## src/rtl/branch_resolve_pkg.sv

```systemverilog
// Shared types and widths for the branch resolve unit.
// Condition codes, FSM states and status-register bit positions.
package branch_resolve_pkg;

  localparam int COND_CODE_WIDTH = 4;
  localparam int IM_ADDR_WIDTH   = 16;

  localparam int FLAG_N = 3;
  localparam int FLAG_Z = 2;
  localparam int FLAG_C = 1;
  localparam int FLAG_V = 0;

  typedef enum logic [COND_CODE_WIDTH-1:0] {
    CC_AL = 4'd0,
    CC_EQ = 4'd1,
    CC_NE = 4'd2,
    CC_CS = 4'd3,
    CC_CC = 4'd4,
    CC_MI = 4'd5,
    CC_PL = 4'd6,
    CC_VS = 4'd7,
    CC_VC = 4'd8,
    CC_HI = 4'd9,
    CC_LS = 4'd10,
    CC_GE = 4'd11,
    CC_LT = 4'd12,
    CC_GT = 4'd13,
    CC_LE = 4'd14,
    CC_NV = 4'd15
  } cond_code_e;

  typedef enum logic {
    ST_IDLE  = 1'b0,
    ST_FLUSH = 1'b1
  } state_e;

endpackage

```

## src/rtl/branch_resolve_cond_eval.sv

```systemverilog
// Combinational branch condition evaluator.
// Tests a condition code against the {N,Z,C,V} status register.
module cond_eval
  import branch_resolve_pkg::*;
(
  input  logic [COND_CODE_WIDTH-1:0] condcode,
  input  logic [3:0]                 sr,
  output logic                       cond_true
);

  logic n, z, c, v;

  assign n = sr[FLAG_N];
  assign z = sr[FLAG_Z];
  assign c = sr[FLAG_C];
  assign v = sr[FLAG_V];

  // Decode the condition code into a single truth value.
  always_comb begin
    cond_true = 1'b0;
    case (condcode)
      CC_AL:   cond_true = 1'b1;
      CC_EQ:   cond_true = z;
      CC_NE:   cond_true = !z;
      CC_CS:   cond_true = c;
      CC_CC:   cond_true = !c;
      CC_MI:   cond_true = n;
      CC_PL:   cond_true = !n;
      CC_VS:   cond_true = v;
      CC_VC:   cond_true = !v;
      CC_HI:   cond_true = c & !z;
      CC_LS:   cond_true = !c | z;
      CC_GE:   cond_true = (n == v);
      CC_LT:   cond_true = (n != v);
      CC_GT:   cond_true = !z & (n == v);
      CC_LE:   cond_true = z | (n != v);
      default: cond_true = 1'b0;
    endcase
  end

endmodule

```

## src/rtl/branch_resolve.sv

```systemverilog
// Branch resolution: SR update, condition check, fetch redirect.
// A taken branch squashes younger instructions for FLUSH_CYCLES.
module branch_resolve
  import branch_resolve_pkg::*;
#(
  parameter int FLUSH_CYCLES = 4
) (
  input  logic                       clk,
  input  logic                       rst,
  input  logic                       branchen_i,
  input  logic [COND_CODE_WIDTH-1:0] condcode_i,
  input  logic [IM_ADDR_WIDTH-1:0]   branchtrgt_i,
  input  logic                       sr_we_i,
  input  logic [3:0]                 flags_i,
  output logic                       br_taken_o,
  output logic [IM_ADDR_WIDTH-1:0]   br_target_o,
  output logic                       flush_o,
  output logic [3:0]                 sr_o,
  output logic [15:0]                taken_cnt_o
);

  localparam logic [3:0] FLUSH_LOAD = 4'(FLUSH_CYCLES);

  state_e                     state_q;
  state_e                     state_d;
  logic [3:0]                 cnt_q;
  logic [3:0]                 sr_q;
  logic                       cond_true;
  logic                       accept;
  logic                       take;
  logic                       flush_done;
  logic                       br_taken_q;
  logic [IM_ADDR_WIDTH-1:0]   target_q;
  logic                       flush_q;
  logic [15:0]                taken_cnt_q;

  // Condition is checked against the registered SR, so a same-cycle
  // SR write never affects the branch it travels with.
  cond_eval u_cond_eval (
    .condcode  (condcode_i),
    .sr        (sr_q),
    .cond_true (cond_true)
  );

  assign accept     = (state_q == ST_IDLE);
  assign take       = accept & branchen_i & cond_true;
  assign flush_done = (state_q == ST_FLUSH) && (cnt_q == 4'd1);

  // State register.
  always_ff @(posedge clk or negedge rst) begin
    if (!rst) state_q <= ST_IDLE;
    else      state_q <= state_d;
  end

  // Next-state logic.
  always_comb begin
    state_d = state_q;
    unique case (state_q)
      ST_IDLE:  if (take)       state_d = ST_FLUSH;
      ST_FLUSH: if (flush_done) state_d = ST_IDLE;
      default:  state_d = ST_IDLE;
    endcase
  end

  // Flush length down-counter.
  always_ff @(posedge clk or negedge rst) begin
    if (!rst)                     cnt_q <= 4'd0;
    else if (take)                cnt_q <= FLUSH_LOAD;
    else if (state_q == ST_FLUSH) cnt_q <= cnt_q - 4'd1;
  end

  // Registered flush tracks the FLUSH state one-for-one.
  always_ff @(posedge clk or negedge rst) begin
    if (!rst) flush_q <= 1'b0;
    else      flush_q <= (state_d == ST_FLUSH);
  end

  // Redirect pulse and held target.
  always_ff @(posedge clk or negedge rst) begin
    if (!rst) begin
      br_taken_q <= 1'b0;
      target_q   <= '0;
    end else begin
      br_taken_q <= take;
      if (take) target_q <= branchtrgt_i;
    end
  end

  // Status register update for accepted writers.
  always_ff @(posedge clk or negedge rst) begin
    if (!rst)                   sr_q <= 4'b0000;
    else if (accept && sr_we_i) sr_q <= flags_i;
  end

  // Saturating taken-branch counter.
  always_ff @(posedge clk or negedge rst) begin
    if (!rst)
      taken_cnt_q <= 16'd0;
    else if (take && taken_cnt_q != 16'hFFFF)
      taken_cnt_q <= taken_cnt_q + 16'd1;
  end

  assign br_taken_o  = br_taken_q;
  assign br_target_o = target_q;
  assign flush_o     = flush_q;
  assign sr_o        = sr_q;
  assign taken_cnt_o = taken_cnt_q;

endmodule

```

## config.mk

```make
export PLATFORM = sky130hd
export DESIGN_NAME = branch_resolve
export DESIGN_NICKNAME = d
export VERILOG_FILES = /design/src/rtl/branch_resolve_pkg.sv /design/src/rtl/branch_resolve_cond_eval.sv /design/src/rtl/branch_resolve.sv
export SDC_FILE = /design/constraint.sdc
export NUM_CORES = 1
export LEC_CHECK = 0
export BUFFER_PORTS_ARGS = -buffer_cell sky130_fd_sc_hd__buf_4
export CAP_MARGIN = 25
export CORE_MARGIN = 2
export CORE_UTILIZATION = 30
export DETAILED_ROUTE_END_ITERATION = 8
export PLACE_DENSITY = 0.63
export SKIP_LAST_GASP = 1
export SYNTH_ARGS = -nofsm -noshare
export SYNTH_HDL_FRONTEND = slang
export SYNTH_SLANG_ARGS = --single-unit
```

## constraint.sdc

```tcl
create_clock -name clk -period 2.2 [get_ports clk]
set_input_delay 0 -clock clk [delete_from_list [all_inputs] [get_ports clk]]
set_output_delay 0 -clock clk [all_outputs]
set_load 0.02 [all_outputs]
```

==> metrics, run 1 <==
CTS Buf Count=5; leak pwr=1.40 nW; Async SR Flop Fraction=100%; ant diodes=0; post-synth top area cell=dfrtp_1; outcome=finished, final reports clean; Data arrival, critical path=2.24 ns; Max clock buf depth=2; via/cell ratio=4.69; GRT Util Overall=13.0%; actual slew at the worst max-slew pin=0.525 ns; wire length of the first global-routing pass=7.64 mm; Residual DRC=0; Mapped Nets=201; Mapped Cells=170; worst min path class=input port to asynchronous set/reset pin; min setup slack post-route=0.140 ns; total negative slack=0 ns; EDFF count, synth=0; CTS tree=built; Final Cycle Share=93.6%; final slew viol count=0; root buffer cell=clkbuf_8; initial antenna violation count=0; Worst-path clk slew=0.08 ns; Slew HR=65.0%; hold slack final=0.224 ns; commonest non-fill, non-tap cell in the layout=buf_4; insertion delay to the later sink of the worst-skew pair=0.30 ns; Max Cap Violations=0; Max Clock Skew=0.00770 ns; DR iter-0 viols=87; vias in the first global route=1,653; Vias=1,603; critical path peak fanout=13; total congestion overflow=0; FF+latch count, synth=42; Core Region=6720 um^2; Mapped Area=2060 um^2; sequential area share after synthesis=50.9%; number of placement rows=30; min cycle time layout=2.06 ns; initial core utilization=30.7%; routed wire length per instance=13.4 um; top post-synthesis cells by area=dfrtp_1 (51%), mux2_4 (7.3%), xnor2_1 (7.2%), mux2_2 (5.5%), and3_1 (3.0%); DP HPWL=3.18 mm; largest net degree at the start of global routing=43; Place WS=0.0741 ns; kind of critical path=flip-flop to flip-flop; synthesized area per cell=12.1 um^2; drt first pass iters=4; synth warn=0; setup violators final=0; Post-DRT Antenna Nets=0; Num Clock Sinks=42; nets=292; Die Y=86.9 um; worst path required time=2.38 ns; Pwr per Cell Area=1170 nW/um^2; Max Fclk=485 MHz; CP Capture Type=flip-flop; Pwr Total=3.47 mW; most frequent cells in the layout=buf_4 (67), dfrtp_1 (40), dlygate4sd3_1 (21), xnor2_1 (17), nand3_1 (11); IO Port Bufs=65; Layout area overhead=44.1%; Netlist cell types=39; die width=86.9 um; unrepaired setup endpoints after global routing=true; CP startpoint kind=flip-flop; Worst VDD drop=0.469 mV; top-area cell type share of the netlist area=50.9%; IO Pins=66; die area=7560 um^2; Fin. Hold Viols=0; routability cong.=0.762; ys flop type=dfrtp_1; H-tree levels=2; final WL=4.57 mm; share of cells above drive strength 1=38.9%
worst paths after layout:
kind,startpoint,endpoint,slack [ns],depth (start not counted)
worst min-delay path,rst,taken_cnt_o[8],0.22,2
max in group asynchronous,rst,sr_o[3],1.60,2
min in group clk,sr_we_i,sr_o[2],0.26,3
worst min register to register,br_target_o[15],br_target_o[15],0.49,1
worst max-delay path,sr_o[3],br_target_o[4],0.14,6
worst max register to register,sr_o[3],br_target_o[4],0.14,6
through the flow:
stage | instances | area (um^2) | utilization, %
6_report | 342 | 2970 | 44.3
3_5_place_dp | 313 | 2650 | 39.4
4_1_cts | 342 | 2970 | 44.2
2_1_floorplan | 170 | 2060 | -
3_3_place_gp | 313 | 2650 | 39.4
5_1_grt | 342 | 2970 | 44.3
layer usage:
| metal | GRT usage (%) | vias to the layer above | share of wire, % |
|---|---|---|---|
| met5 | 0 | - | 0 |
| met4 | 3.84 | 0 | 0.81 |
| met3 | 3.98 | 5 | 5.4 |
| met2 | 21.3 | 46 | 46 |
| met1 | 16.5 | 768 | 48 |
| li1 | - | 784 | - |
Yosys cell counts, drive strengths merged, types with 2 or more instances:
cell and n:
dfrtp 42, mux2 21, xnor2 17, nand3 11
and3 10, nand2 9, nand4 7, buf 6
inv 6, nor2 4, nor2b 4, ha 3
nand2b 3, o21ai 3, o311ai 3, and3b 2
mux2i 2, o22ai 2
timing repair:
item                                   in CTS  in global routing
endpoints found under the hold margin      62                  0
hold buffers                               21                  0
setup endpoints to repair                   0                 14
resized for setup                           0                  3
buffers inserted                            0                  0
worst max-delay path: stages, from the launching register on:
cell	delay, ns
dfrtp_2	0.47
and3b_1	0.20
a2111oi_2	0.37
a31oi_2	0.09
o22ai_4	0.27
buf_6	0.20
mux2_2	0.34
sequential cells by signal, summed over array words and instances (netlist names):
name,flops
taken_cnt_o,16
br_target_o,16
flush_o,1
br_taken_o,1
cnt_q,4
sr_o,4
kinds of logic after synthesis:
| logic type | count (synthesis) | synth area share (%) |
|---|---|---|
| AND/OR/NAND/NOR | 56 | 15.2 |
| multiplexers | 23 | 14.3 |
| flip-flops | 42 | 50.9 |
| AO/OA/AOI/OAI | 16 | 6.85 |
| buffers and inverters | 12 | 3.27 |
| adder cells (fa/ha/maj) | 3 | 1.82 |
| XOR/XNOR | 18 | 7.64 |
area by class of cell:
| cell class | count | area [um^2] |
|---|---|---|
| well taps | 80 | 100 |
| multi-input cells | 116 | 945 |
| clock inverters | 3 | 40.0 |
| flip-flops and latches | 42 | 1050 |
| repair buffers | 90 | 744 |
| inverters | 6 | 22.5 |
| clock buffers | 5 | 68.8 |
| fillers | 635 | 3740 |
power by group:
group	internal [mW]	switching, mW	total (mW)
clock network	0.334	0.271	0.606
registers	1.06	0.254	1.31
logic	0.822	0.727	1.55
Note: power is estimated with default switching activity, not from simulation.
==> inputs of run 2 (changes only) <==
CORE_UTILIZATION = 35   (was 30)
PLACE_DENSITY = 0.7   (was 0.63)
clock period = 2.5 ns   (was 2.2 ns; I/O delays follow)
==> metrics, run 2 (same netlist as run 1, synthesis figures left out) <==
outcome=finished, final reports clean; setup violators final=0 (unchanged); FF-to-FF setup slack=0.38 ns (+0.24 ns); die width=80.8 um (-7.1%); Max Cap Violations=0 (unchanged); Max Clock Skew=0.00501 ns (-0.00269 ns); Worst VDD drop=0.532 mV (+13%); most frequent cells in the layout=buf_4 (66), dfrtp_1 (42), dlygate4sd3_1 (21), xnor2_1 (17), nand3_1 (11); routed wire length per instance=13.2 um (-1.2%); R2R Path End=taken_cnt_o[1]; largest net degree at the start of global routing=43 (unchanged); Max clock buf depth=2 (unchanged); Max Fclk=472 MHz (-2.7%); CP startpoint kind=flip-flop; kind of critical path=flip-flop to flip-flop; CTS Buf Count=5 (unchanged); die area=6530 um^2 (-14%); CTS tree=built; share of cells above drive strength 1=37.3% (-1.6 points); utilization after layout=52.2% (+7.9 points); root buffer cell=clkbuf_8; final WL=4.39 mm (-4.0%); CP Capture Type=flip-flop; cts hold-fix bufs=21 (unchanged); Worst Reg-to-Reg Cells=7 (+1); vias in the first global route=1,484 (-10%); CP peak stage delay=0.47 ns (about the same); Vias=1,619 (+1.0%); Data arrival, critical path=2.30 ns (+0.06 ns); cts repair resizes=0 (unchanged); total congestion overflow=0 (unchanged); routability cong.=0.776 (+1.9%); drt first pass iters=4 (unchanged); setup bufs post-CTS=0 (unchanged); Core Region=5610 um^2 (-17%); fillers=528 (-17%); worst r2r src=sr_o[3]; number of placement rows=27 (-10%); worst min path class=input port to asynchronous set/reset pin; critical path peak fanout=26 (+13); CP Cell Sequence=nand2b_1 > a311o_1 > a31oi_2 > o22ai_4 > buf_12 > nand2_1 > mux2_2; Final Cycle Share=84.7% (-8.9 points); actual slew at the worst max-slew pin=0.529 ns (+0.00332 ns); Num Clock Sinks=42 (unchanged); Layout area overhead=41.8%; crit path to=taken_cnt_o[1]; Slew HR=64.8% (-0.22 points); Post-DRT Antenna Nets=0 (unchanged); Residual DRC=0 (unchanged); DP HPWL=2.96 mm (-7.0%); total negative slack=0 ns (unchanged); Pwr per Cell Area=1010 nW/um^2 (-13%); GRT Util Overall=13.6% (+0.64 points); insertion delay to the later sink of the worst-skew pair=0.29 ns (about the same); final slew viol count=0 (unchanged); initial core utilization=36.8% (+6.1 points); Fin. Hold Viols=0 (unchanged); IO Pins=66 (unchanged); CP max-delay cell=dfrtp_1; worst path required time=2.68 ns (+0.30 ns); wire length of the first global-routing pass=6.91 mm (-9.5%); unrepaired setup endpoints after global routing=false; ant diodes=0 (unchanged); Die Y=80.8 um (-7.1%); IO Port Bufs=65 (unchanged); nets=290 (-0.68%); via/cell ratio=4.88 (+4.0%); DR iter-0 viols=72 (-17%); min cycle time layout=2.12 ns (+0.0582 ns); crit path launch=sr_o[3]; Worst-path clk slew=0.08 ns (about the same); initial antenna violation count=0 (unchanged); commonest non-fill, non-tap cell in the layout=buf_4; H-tree levels=2 (unchanged); leak pwr=1.38 nW (-1.3%)
## run 2: cell count changes in the layout (fill, tap and decap cells not counted), sizes merged
| cell | change |
|---|---|
| clkbuf | +2 |
| clkinv | -1 |
| buf | -2 |
| bufinv | -1 |
## run 2: worst min path at each step
stage          startpoint         endpoint  slack, ns  depth (start not counted)
3_3_place_gp          rst  br_target_o[12]       0.02                          1
4_1_cts               rst  br_target_o[12]       0.24                          2
2_1_floorplan         rst       br_taken_o      -0.30                          0
3_5_place_dp          rst   br_target_o[3]       0.02                          1
5_1_grt           sr_we_i          sr_o[3]       0.26                          3
6_report              rst   br_target_o[3]       0.22                          2
## run 2: metrics by stage
stage,hold WS [ns],area (um^2),std cells,power [mW],setup slack (ns)
2_1_floorplan,-0.296,2060,170,1.99,0.354
3_3_place_gp,0.0158,2620,303,2.47,0.410
3_5_place_dp,0.0193,2620,303,2.49,0.379
4_1_cts,0.242,2930,332,2.98,0.366
5_1_grt,0.256,2930,332,3.14,0.274
6_report,0.221,2930,332,2.95,0.382
## run 2: cell type report
cell class | count | area, um^2 | area share [%]
clock buffer | 7 | 86.3 | 2.95
clock inverter | 1 | 5.00 | 0.171
inverter | 6 | 22.5 | 0.770
multi-input combinational | 116 | 945 | 32.3
sequential | 42 | 1050 | 35.9
tap | 72 | 90.1 | 3.08
timing repair buffer | 88 | 726 | 24.8
## run 2: where the power goes
group / switching, mW / internal (mW)
Combinational: 0.634 / 0.717
Clock: 0.229 / 0.223
Sequential: 0.223 / 0.928
## run 2: worst max-delay path, delay by kind of cell, from the launching register on
family | cells | cell delay, ns
AOI/OAI and AO/OA | 3 | 0.71
muxes | 1 | 0.34
buffers and inverters | 1 | 0.19
and+or+nand+nor | 2 | 0.30
DFF | 1 | 0.47
## run 2: routing by layer
metal	global-route usage, %	part of all wire, %
met5	0	0
met4	5.08	1.6
met3	3.67	6.0
met2	21.6	46
met1	17.9	47
